File: src/rtl/cpu_run_ctrl.sv
// Run/step controller between the two board push-buttons and the CPU core.
// Each button is synchronized and debounced into a one-cycle press event.
// The press events drive a four-mode sequencer (idle, single-step, free-run,
// halted) that produces the CPU clock enable.
// The block also latches the CPU output value for the display and counts
// enabled cycles.

module cpu_run_ctrl_debounce #(
    parameter int DEBOUNCE_CYCLES = 4
) (
    input  logic clk,
    input  logic rst_n,
    input  logic but_i,
    output logic press_o
);

    localparam int CNT_W = $clog2(DEBOUNCE_CYCLES);
    localparam logic [CNT_W-1:0] CNT_LAST = CNT_W'(DEBOUNCE_CYCLES - 1);
    localparam logic [CNT_W-1:0] CNT_ONE  = CNT_W'(1);

    logic             sync1_q;
    logic             sync2_q;
    logic             deb_q;
    logic             deb_d;
    logic             deb_prev_q;
    logic [CNT_W-1:0] cnt_q;
    logic [CNT_W-1:0] cnt_d;

    // Count consecutive samples that disagree with the accepted level; flip on the last one
    always_comb begin
        cnt_d = cnt_q;
        deb_d = deb_q;
        if (sync2_q == deb_q) begin
            cnt_d = '0;
        end else if (cnt_q == CNT_LAST) begin
            cnt_d = '0;
            deb_d = ~deb_q;
        end else begin
            cnt_d = cnt_q + CNT_ONE;
        end
    end

    // Synchronizer chain, debounce state and previous level for edge detection
    always_ff @(posedge clk or negedge rst_n) begin
        if (!rst_n) begin
            sync1_q    <= 1'b0;
            sync2_q    <= 1'b0;
            deb_q      <= 1'b0;
            deb_prev_q <= 1'b0;
            cnt_q      <= '0;
        end else begin
            sync1_q    <= but_i;
            sync2_q    <= sync1_q;
            deb_q      <= deb_d;
            deb_prev_q <= deb_q;
            cnt_q      <= cnt_d;
        end
    end

    // Press is a rising edge of the accepted level; it depends on registers only
    assign press_o = deb_q & ~deb_prev_q;

endmodule

module cpu_run_ctrl #(
    parameter int DEBOUNCE_CYCLES = 4,
    parameter int STEP_CYCLES     = 1,
    parameter int DATA_W          = 8
) (
    input  logic              clk,
    input  logic              rst_n,
    input  logic              but1,
    input  logic              but2,
    input  logic              cpu_halted,
    input  logic [DATA_W-1:0] value_in,
    output logic              cpu_en,
    output logic [DATA_W-1:0] value,
    output logic [1:0]        state,
    output logic [15:0]       cycles
);

    typedef enum logic [1:0] {
        ST_IDLE = 2'b00,
        ST_STEP = 2'b01,
        ST_RUN  = 2'b10,
        ST_HALT = 2'b11
    } state_e;

    localparam int STEP_W = $clog2(STEP_CYCLES + 1);
    localparam logic [STEP_W-1:0] STEP_LOAD = STEP_W'(STEP_CYCLES);
    localparam logic [STEP_W-1:0] STEP_ONE  = STEP_W'(1);

    logic              press1_s;
    logic              press2_s;
    state_e            state_q;
    state_e            state_d;
    logic [STEP_W-1:0] step_q;
    logic [STEP_W-1:0] step_d;
    logic              cpu_en_q;
    logic              cpu_en_d;
    logic [DATA_W-1:0] value_q;
    logic [DATA_W-1:0] value_d;
    logic [15:0]       cycles_q;
    logic [15:0]       cycles_d;

    cpu_run_ctrl_debounce #(.DEBOUNCE_CYCLES(DEBOUNCE_CYCLES)) u_deb1 (
        .clk     (clk),
        .rst_n   (rst_n),
        .but_i   (but1),
        .press_o (press1_s)
    );

    cpu_run_ctrl_debounce #(.DEBOUNCE_CYCLES(DEBOUNCE_CYCLES)) u_deb2 (
        .clk     (clk),
        .rst_n   (rst_n),
        .but_i   (but2),
        .press_o (press2_s)
    );

    // Mode sequencing; the enable is derived from the next mode so it is a registered Moore output
    always_comb begin
        state_d = state_q;
        step_d  = step_q;
        case (state_q)
            ST_IDLE: begin
                if (press1_s) begin
                    state_d = ST_RUN;
                end else if (press2_s && !cpu_halted) begin
                    state_d = ST_STEP;
                    step_d  = STEP_LOAD;
                end else if (press2_s) begin
                    state_d = ST_HALT;
                end else begin
                    state_d = ST_IDLE;
                end
            end
            ST_STEP: begin
                // Presses and halt are ignored until the step has issued all its cycles
                if (step_q <= STEP_ONE) begin
                    state_d = ST_IDLE;
                    step_d  = '0;
                end else begin
                    step_d  = step_q - STEP_ONE;
                end
            end
            ST_RUN: begin
                if (cpu_halted) begin
                    state_d = ST_HALT;
                end else if (press1_s) begin
                    state_d = ST_IDLE;
                end else begin
                    state_d = ST_RUN;
                end
            end
            ST_HALT: begin
                if (press1_s || press2_s) begin
                    state_d = ST_IDLE;
                end else begin
                    state_d = ST_HALT;
                end
            end
            default: begin
                state_d = ST_IDLE;
                step_d  = '0;
            end
        endcase
        cpu_en_d = (state_d == ST_STEP) || (state_d == ST_RUN);
    end

    // Capture the CPU value and count cycles for every cycle the CPU was enabled
    always_comb begin
        if (cpu_en_q) begin
            value_d  = value_in;
            cycles_d = cycles_q + 16'd1;
        end else begin
            value_d  = value_q;
            cycles_d = cycles_q;
        end
    end

    // State, enable, display value and cycle counter registers
    always_ff @(posedge clk or negedge rst_n) begin
        if (!rst_n) begin
            state_q  <= ST_IDLE;
            step_q   <= '0;
            cpu_en_q <= 1'b0;
            value_q  <= '0;
            cycles_q <= 16'd0;
        end else begin
            state_q  <= state_d;
            step_q   <= step_d;
            cpu_en_q <= cpu_en_d;
            value_q  <= value_d;
            cycles_q <= cycles_d;
        end
    end

    assign cpu_en = cpu_en_q;
    assign value  = value_q;
    assign state  = state_q;
    assign cycles = cycles_q;

endmodule

File: config.mk
export PLATFORM = sky130hd
export DESIGN_NAME = cpu_run_ctrl
export DESIGN_NICKNAME = d
export VERILOG_FILES = /design/src/rtl/cpu_run_ctrl.sv
export SDC_FILE = /design/constraint.sdc
export NUM_CORES = 1
export LEC_CHECK = 0
export CAP_MARGIN = 10
export CORE_MARGIN = 4
export CORE_UTILIZATION = 31
export CTS_BUF_LIST = sky130_fd_sc_hd__clkbuf_4
export DETAILED_ROUTE_END_ITERATION = 6
export PLACE_DENSITY = 0.64
export RECOVER_POWER = 100
export REMOVE_ABC_BUFFERS = 1
export SETUP_SLACK_MARGIN = 0.5
export SLEW_MARGIN = 20
export SYNTH_ARGS = -nofsm -noshare
export SYNTH_HDL_FRONTEND = slang
export SYNTH_SLANG_ARGS = --single-unit
File: constraint.sdc
create_clock -name clk -period 1.3 [get_ports clk]
set_input_delay 0.26 -clock clk [delete_from_list [all_inputs] [get_ports clk]]
set_output_delay 0.26 -clock clk [all_outputs]
set_load 0.03 [all_outputs]
==> results.json <==
{
  "rsz0062_at_grt": "yes",
  "p_per_area_nw_per_um2": 2130,
  "firstDrtPassIters": 2,
  "final-seq-area_sq_um": 977,
  "period_share_pct": 101,
  "synth_top_area_cell": "dfrtp_1",
  "finClkSkew_ns": 0.00878,
  "n_fill_cell": 429,
  "io_buffers": 39,
  "die_h_um": 78.8,
  "drc": 0,
  "path_delay_family": "flip-flops",
  "clkTransAtPathRegs_ns": 0.12,
  "gp_congestion": 0.742,
  "seq_area_frac_synth_pct": 62.9,
  "ys_ff_latch": 39,
  "synthTopCellsByArea": "dfrtp_1 (63%), mux2_2 (8.0%), xnor2_1 (6.2%)",
  "grt_remaining_overflow": 0,
  "vdd_drop_max_mv": 1.28,
  "arrival_ns": 1.54,
  "boundaryPins": 40,
  "die_area_sq_um": 6210,
  "critPathBufInv": 2,
  "final_area_sq_um": 2610,
  "maxSlewHeadroom_pct": 64.3,
  "syn_area_sq_um": 1550,
  "cp_cell_sequence": "buf_6 -> nand4_1 -> nor2_4 -> buf_4 -> nand3_2 -> xnor2_1",
  "worst_pin_slew_ns": 0.536,
  "h-tree-depth": 2,
  "die_x_um": 78.8,
  "cts_sinks": 39,
  "path_class": "flip-flop to flip-flop",
  "yosysTopAreaCellShare_pct": 62.9,
  "cap_violations": 0,
  "critPathSlowestCell": "dfrtp_1",
  "rows": 25,
  "end_kind": "flip-flop",
  "layout.cells.most_common": "dfrtp_1",
  "drt_wl_total_um": 3750,
  "start_util_pct": 32.4,
  "synth_cell_types": 24,
  "clk_latency_ns": 0.34,
  "layout_common_cells": "dfrtp_1 (38), buf_4 (32), buf_6 (23)",
  "power_uw": 5570,
  "initialDrtViolationCount": 5,
  "dp.cells": 230,
  "multiInputGateArea_sq_um": 723,
  "outcome": "finished with violations",
  "coreArea_sq_um": 4790,
  "syn_area_per_cell_sq_um": 13.5,
  "finalHoldViolations": 0,
  "grt_max_degree": 40,
  "num_vias": 1221,
  "grt_pass1_wl_um": 6100,
  "fin_nets": 227,
  "wire_per_inst_um": 13.5,
  "area_growth_pct": 68.0,
  "cts.path.max_buffers": 2,
  "setup_viol": 2,
  "power_leakage_uw": 0.00128,
  "slew_violations": 0,
  "drive_gt1_share_pct": 55.0,
  "min_path_type": "flip-flop to flip-flop",
  "slowest_delay_ns": 0.43,
  "violations": "negative setup slack",
  "cp.required_ns": 1.53,
  "cts_tree": "done",
  "synthCells": 115,
  "yosys_warnings": 0,
  "period_needed_ns": 1.31,
  "grt_usage_pct": 12.7,
  "antenna_found_initial": 0,
  "max_freq_mhz": 764,
  "grt_pass1_vias": 1300,
  "cts_buffers": 5,
  "clock-root-buffer": "clkbuf_4",
  "timing.final.ws_setup_ns": -0.00836,
  "ant_nets": 0,
  "fin_cells": 278,
  "dpl.hpwl_um": 2250,
  "cp-start-kind": "flip-flop",
  "diodes": 0,
  "via_per_inst": 4.39,
  "cp_max_fo": 5,
  "place_area_sq_um": 2060
}
==> registers in the layout (all words and copies together), names as in the netlist <==
name and flops:
u_deb2.sync1_q 1, cpu_en 1, u_deb2.deb_q 1, u_deb1.sync1_q 1, u_deb1.deb_q 1, value 8
u_deb1.sync2_q 1, u_deb2.sync2_q 1, u_deb1.cnt_q 2, state 2, u_deb2.cnt_q 2, cycles 16
u_deb2.deb_prev_q 1, u_deb1.deb_prev_q 1
==> cell usage after synthesis <==
cell	number
and4_1	1
a21oi_1	3
nor2_1	5
o32ai_1	1
nand2_1	7
nand3_1	4
o21ai_0	2
nor3b_1	1
nor3_1	2
nand4_1	5
nand2b_1	1
xor2_1	6
and3_2	1
xnor2_1	11
a211o_1	1
ha_1	3
nor2b_1	5
nor3_2	2
dfrtp_1	39
inv_1	1
buf_2	1
mux2_2	11
nor2_2	1
nand4_4	1
==> timing repair <==
item                       4_1_cts  5_1_grt
setup buffers                   26       13
resized for setup              122       18
cloned                           0        1
pin swaps                        9       10
hold buffers                     1        0
hold endpoints to repair        39        0
setup endpoints to repair       60       60
==> power by group <==
part	switching [uW]	internal, uW
logic	1360	1560
clock network	396	394
registers	267	1590
==> cell families after synthesis <==
group | Yosys count | share of synthesized area (%)
flops | 39 | 62.9
simple gates | 36 | 13.9
xor+xnor | 17 | 9.59
mux | 11 | 7.98
compound gates | 7 | 2.74
fa+ha+maj | 3 | 2.42
buf+inv | 2 | 0.564
==> area by class of cell <==
cell class | instances | share of cell area (%)
clock buffers | 5 | 1.44
clock inverters | 2 | 1.44
inverters | 1 | 0.144
multi-input cells | 74 | 27.7
flip-flops and latches | 39 | 37.5
well taps | 67 | 3.21
repair buffers | 90 | 28.6
==> routing by layer <==
layer | track usage (%) | wire length [um] | vias up | part of all wire (%)
met5 | 0 | 0 | - | 0
met4 | 3.15 | 40 | 0 | 1.1
met3 | 6.35 | 288 | 5 | 7.7
met2 | 21.1 | 1860 | 37 | 50
met1 | 14.7 | 1560 | 591 | 42
li1 | - | - | 588 | -
==> stage by stage <==
step	utilization (%)	hold WS, ns	TNS (ns)	worst slack (ns)
2_1_floorplan	-	-0.0356	-2.45	-0.333
3_3_place_gp	43.0	0.241	0	0.0412
3_5_place_dp	43.0	0.244	0	0.0244
4_1_cts	54.5	0.322	-0.0321	-0.0132
5_1_grt	54.5	0.375	-0.623	-0.0672
6_report	54.5	0.370	-0.0161	-0.00836
==> worst paths after layout <==
path,startpoint,end,slack [ns],depth (start not counted)
worst max-delay path,cycles[0]$_DFFE_PN0P_,cycles[11]$_DFFE_PN0P_,-0.008,6
worst min-delay path,u_deb1.sync1_q$_DFF_PN0_,u_deb1.sync2_q$_DFF_PN0_,0.37,0
worst max register to register,cycles[0]$_DFFE_PN0P_,cycles[11]$_DFFE_PN0P_,-0.008,6
worst min register to register,u_deb1.sync1_q$_DFF_PN0_,u_deb1.sync2_q$_DFF_PN0_,0.37,0
max in group asynchronous,rst_n,state[1]$_DFF_PN0_,0.37,3
min in group asynchronous,rst_n,value[5]$_DFFE_PN0P_,0.53,3
Power figures use the tool's default switching activity.
==> patch 1 (same flow settings) <==
Make the reset (`rst_n`) synchronous in 2 clocked blocks.
--- a/src/rtl/cpu_run_ctrl.sv
+++ b/src/rtl/cpu_run_ctrl.sv
@@ -41,7 +41,7 @@
     end
 
     // Synchronizer chain, debounce state and previous level for edge detection
-    always_ff @(posedge clk or negedge rst_n) begin
+    always_ff @(posedge clk) begin
         if (!rst_n) begin
             sync1_q    <= 1'b0;
             sync2_q    <= 1'b0;
@@ -179,7 +179,7 @@
     end
 
     // State, enable, display value and cycle counter registers
-    always_ff @(posedge clk or negedge rst_n) begin
+    always_ff @(posedge clk) begin
         if (!rst_n) begin
             state_q  <= ST_IDLE;
             step_q   <= '0;
Behaviour: differs if rst_n is asserted again (counterexample within 10 cycles, from zero or initial values and one cycle with rst_n low); with rst_n held inactive, the same outputs for 10 cycles.
==> patch 1 against the unedited design <==
  * First-iteration DRC count rose to 12 times the old value
  * Sequential cell count is the same
  * Routed wire length is 18% higher
  * Final area is 13% higher
  * Sequential share of layout area shrank 9.3 points
  * Synthesized area rose by 2.4%
  * Via count is 18% higher
  * Die area up 2.2%
  * Setup slack got worse by 0.019 ns
  * The run still ends with setup timing left
Power is left out: it rests on default switching activity, and per cell area and clock period it moved more than threefold.
==> patch 1: results (changes against the unedited design) <==
.. list-table::
   :header-rows: 1

   * - Metric
     - Value
   * - Routed Wire Length
     - 4420 um (was 3750 um)
   * - Critical Path Slowest Stage Cell
     - sky130_fd_sc_hd__dfxtp_4 (was sky130_fd_sc_hd__dfrtp_1)
   * - Largest net degree at the start of global routing
     - 13 (was 40)
   * - Post-synthesis mux area share
     - 0.0692 (was 0.0798)
   * - Cell type group with the largest total delay on the critical path
     - simple AND/OR/NAND/NOR gates (was flip-flops)
   * - Tot GR Track Use
     - 0.139 (was 0.127)
   * - Gp weighted congestion
     - 0.713 (was 0.742)
   * - Post-DP HPWL
     - 2380 um (was 2250 um)
   * - Run status
     - complete, but fails checks (unchanged)
   * - Cell types occupying the most area after synthesis
     - sky130_fd_sc_hd__dfxtp_1 (49%), sky130_fd_sc_hd__mux2i_1 (6.9%), sky130_fd_sc_hd__and2_1 (6.7%), sky130_fd_sc_hd__xnor2_1 (5.0%), sky130_fd_sc_hd__nor2b_1 (4.7%) (was sky130_fd_sc_hd__dfrtp_1 (63%), sky130_fd_sc_hd__mux2_2 (8.0%), sky130_fd_sc_hd__xnor2_1 (6.2%), sky130_fd_sc_hd__xor2_1 (3.4%), sky130_fd_sc_hd__ha_1 (2.4%))
   * - Critical path fanouts, max
     - 4 (was 5)
   * - Total instance count after detailed placement
     - 276 (was 230)
   * - Post-layout net count
     - 267 (was 227)
   * - Average cell area after synthesis
     - 10.6 um2 (was 13.5 um2)
   * - Inserted Diodes
     - 0 (unchanged)
   * - Failing checks
     - setup timing (unchanged)
   * - Adder-Cell Fraction of Synth Area
     - 0.0236 (was 0.0242)
   * - Distinct cell type count of the synthesized netlist
     - 35 (was 24)
   * - 1st-pass router iterations
     - 4 (was 2)
   * - Worst min-delay path category
     - primary input to flip-flop (was flip-flop to flip-flop)
   * - Iteration-0 DRC count of the detailed router
     - 59 (was 5)
   * - Most instantiated cells after synthesis
     - sky130_fd_sc_hd__dfxtp_1 (39), sky130_fd_sc_hd__and2_1 (17), sky130_fd_sc_hd__nor2b_1 (12) (was sky130_fd_sc_hd__dfrtp_1 (39), sky130_fd_sc_hd__mux2_2 (11), sky130_fd_sc_hd__xnor2_1 (11))
   * - Final setup violation count
     - 3 (was 2)
   * - Final total negative setup slack
     - -0.0609 ns (was -0.0161 ns)
   * - Xor and xnor fraction of the mapped netlist area
     - 0.0771 (was 0.0959)
   * - Post-Route Hold Slack
     - 0.395 ns (was 0.370 ns)
   * - Average wire length per cell after detail routing
     - 13.8 um (was 13.5 um)
   * - Pin slew with the least headroom to its limit
     - 0.297 ns (was 0.536 ns)
   * - Crit path from
     - cycles[1] (was cycles[0])
   * - Endpoint of the most critical setup path
     - cycles[6] (was cycles[11])
   * - Post-route worst setup slack
     - -0.0271 ns (was -0.00836 ns)
   * - Share of post-route cells with drive strength above 1
     - 0.587 (was 0.550)
   * - Vias/cell
     - 4.51 (was 4.39)
   * - Largest clock skew in the final design
     - 0.00724 ns (was 0.00878 ns)
   * - CP peak stage delay
     - 0.40 ns (was 0.43 ns)
   * - WP data arrival
     - 1.57 ns (was 1.54 ns)
==> patch 1: cell count changes after synthesis, moves of 3 or more <==
cell / before / now
sky130_fd_sc_hd__mux2_2: 11 / 0
sky130_fd_sc_hd__a21boi_1: 0 / 3
sky130_fd_sc_hd__or3_1: 0 / 4
sky130_fd_sc_hd__mux2i_1: 0 / 11
sky130_fd_sc_hd__and2_1: 0 / 17
sky130_fd_sc_hd__nand4_1: 5 / 2
sky130_fd_sc_hd__clkbuf_1: 0 / 4
sky130_fd_sc_hd__dfxtp_1: 0 / 39
sky130_fd_sc_hd__nor2_1: 5 / 1
sky130_fd_sc_hd__dfrtp_1: 39 / 0
sky130_fd_sc_hd__nor2b_1: 5 / 12
==> patch 1: repair_timing <==
item                                    4_1_cts  5_1_grt
setup buffers                                20       14
endpoints found under the setup margin       66       60
pin swaps                                    35       11
resized for setup                           153       27
hold buffers                                  0        0
gates cloned                                  1        0
==> patch 1: final cells by class <==
class                   instances  area, um2  area share
multi-input cells             104        943       0.320
flip-flops and latches         39        828       0.281
well taps                      67       83.8      0.0285
clock buffers                   5       37.5      0.0127
inverters                       1       3.75     0.00127
repair buffers                100       1010       0.343
clock inverters                 3       38.8      0.0132
==> patch 1: how the worst min path moves through the flow <==
stage / from / endpoint / depth (start not counted)
after floorplan: rst_n / state[0] / 1
after global placement: u_deb2.sync1_q / u_deb2.sync2_q / 1
after detailed placement: u_deb1.sync1_q / u_deb1.sync2_q / 1
after CTS: rst_n / u_deb1.cnt_q[0] / 2
after global routing: rst_n / u_deb1.cnt_q[0] / 2
final: rst_n / u_deb1.cnt_q[0] / 2
==> patch 1: per-layer routing <==
layer	share of wire	global-route usage	vias up
met5	0	0	-
met4	0.012	0.0430	0
met3	0.068	0.0530	6
met2	0.51	0.245	40
met1	0.41	0.152	672
li1	-	-	722
==> patch 2 (config.mk and constraints unchanged) <==
Without the edit above. `DEBOUNCE_CYCLES` is set to 4 in 2 places; all go to 2.
--- a/src/rtl/cpu_run_ctrl.sv
+++ b/src/rtl/cpu_run_ctrl.sv
@@ -6,7 +6,7 @@
 // enabled cycles.
 
 module cpu_run_ctrl_debounce #(
-    parameter int DEBOUNCE_CYCLES = 4
+    parameter int DEBOUNCE_CYCLES = 2
 ) (
     input  logic clk,
     input  logic rst_n,
@@ -63,7 +63,7 @@
 endmodule
 
 module cpu_run_ctrl #(
-    parameter int DEBOUNCE_CYCLES = 4,
+    parameter int DEBOUNCE_CYCLES = 2,
     parameter int STEP_CYCLES     = 1,
     parameter int DATA_W          = 8
 ) (
Formal check against the unedited RTL: not equivalent (Yosys sat finds a counterexample within 10 cycles, from zero or initial values and one cycle with rst_n low).
==> patch 2 against the unedited design <==
  * The run still ends with setup timing left
  * Routed wire length up 7.9%
  * Final area about the same
  * Critical path type unchanged
  * Sequential cell count down 2
  * Setup slack worse by 0.025 ns
  * Power down 3.1%
  * Synthesized area down 1.2%
  * Critical endpoint is now cycles[15]
  * Via count up 2.0%
  * Sequential share of layout area down 1.9 points
==> patch 2: results (changes against the unedited design) <==
.. list-table::
   :header-rows: 1

   * - Metric
     - Value
   * - Worst reg2reg path startpoint
     - cycles[3] (was cycles[0])
   * - Post-DP HPWL
     - 2380 um (was 2250 um)
   * - Run status
     - complete, but fails checks (unchanged)
   * - Post-route worst setup slack
     - -0.0331 ns (was -0.00836 ns)
   * - Failing checks
     - setup timing (unchanged)
   * - Switching Fraction
     - 0.387 (was 0.363)
   * - Share of post-route cells with drive strength above 1
     - 0.543 (was 0.550)
   * - Proportion of power drawn by flip-flops and latches
     - 0.326 (was 0.333)
   * - Compound-gate portion of the synthesized area
     - 0.0440 (was 0.0274)
   * - Final setup violation count
     - 7 (was 2)
   * - Gp weighted congestion
     - 0.784 (was 0.742)
   * - Largest clock skew in the final design
     - 0.0119 ns (was 0.00878 ns)
   * - Number of global-route vias before repair
     - 1,341 (was 1,300)
   * - Post-route non-filler standard cell count
     - 277 (was 278)
   * - CP peak stage delay
     - 0.41 ns (was 0.43 ns)
   * - Endpoint of the most critical setup path
     - cycles[15] (was cycles[11])
   * - 1st-pass router iterations
     - 4 (was 2)
   * - Most instantiated cells after synthesis
     - sky130_fd_sc_hd__dfrtp_1 (37), sky130_fd_sc_hd__mux2_2 (10), sky130_fd_sc_hd__xor2_1 (10) (was sky130_fd_sc_hd__dfrtp_1 (39), sky130_fd_sc_hd__mux2_2 (11), sky130_fd_sc_hd__xnor2_1 (11))
   * - Critical path fanouts, max
     - 10 (was 5)
   * - Tot GR Track Use
     - 0.133 (was 0.127)
   * - Cell leakage power
     - 0.00131 uW (was 0.00128 uW)
   * - Post-synthesis mux area share
     - 0.0734 (was 0.0798)
   * - Part of the total power dissipated in the clock network
     - 0.109 (was 0.142)
   * - Crit path from
     - cycles[3] (was cycles[0])
   * - Iteration-0 DRC count of the detailed router
     - 32 (was 5)
   * - Wire length of the first global-routing pass
     - 6350 um (was 6100 um)
   * - Cell types occupying the most area after synthesis
     - sky130_fd_sc_hd__dfrtp_1 (60%), sky130_fd_sc_hd__mux2_2 (7.3%), sky130_fd_sc_hd__xor2_1 (5.7%), sky130_fd_sc_hd__nor4_2 (4.1%), sky130_fd_sc_hd__xnor2_1 (4.0%) (was sky130_fd_sc_hd__dfrtp_1 (63%), sky130_fd_sc_hd__mux2_2 (8.0%), sky130_fd_sc_hd__xnor2_1 (6.2%), sky130_fd_sc_hd__xor2_1 (3.4%), sky130_fd_sc_hd__ha_1 (2.4%))
## patch 2: cell types whose count changed in the layout (fill, tap and decap cells not counted), moves of 4 or more
cell,change
sky130_fd_sc_hd__buf_2,-4
sky130_fd_sc_hd__buf_4,-4
sky130_fd_sc_hd__buf_6,+7
sky130_fd_sc_hd__inv_1,+4
sky130_fd_sc_hd__xnor2_1,-4
## patch 2: layer usage
metal / track usage / part of all wire / up-vias
met2: 0.241 / 0.52 / 33
met5: 0 / 0 / -
met3: 0.0413 / 0.051 / 6
met1: 0.150 / 0.41 / 616
li1: - / - / 590
met4: 0.0420 / 0.011 / 0
## patch 2: worst min path at each step
| stage | from | endpoint | slack [ns] | depth (start not counted) |
|---|---|---|---|---|
| after floorplan | rst_n | cpu_en | -0.04 | 0 |
| after global placement | u_deb1.sync1_q | u_deb1.sync2_q | 0.34 | 0 |
| after detailed placement | u_deb1.sync1_q | u_deb1.sync2_q | 0.34 | 0 |
| after CTS | rst_n | u_deb2.sync2_q | 0.29 | 2 |
| after global routing | u_deb1.sync1_q | u_deb1.sync2_q | 0.37 | 0 |
| final | u_deb1.sync1_q | u_deb1.sync2_q | 0.36 | 0 |
## patch 2: area by class of cell
class,instances,area (um2)
clock inverters,3,17.5
repair buffers,90,811
flip-flops and latches,37,928
fillers,423,2140
multi-input cells,70,714
clock buffers,5,37.5
well taps,67,83.8
inverters,5,18.8
## patch 2: metrics by stage
stage	area, um2	utilization	setup TNS, ns	power (uW)	hold WS (ns)
after floorplan	1520	-	-5.67	2920	-0.0356
after global placement	2050	0.431	0	3750	0.336
after detailed placement	2050	0.431	0	3820	0.343
after CTS	2580	0.544	0	5290	0.287
after global routing	2610	0.549	-1.21	5700	0.368
final	2610	0.549	-0.151	5390	0.359
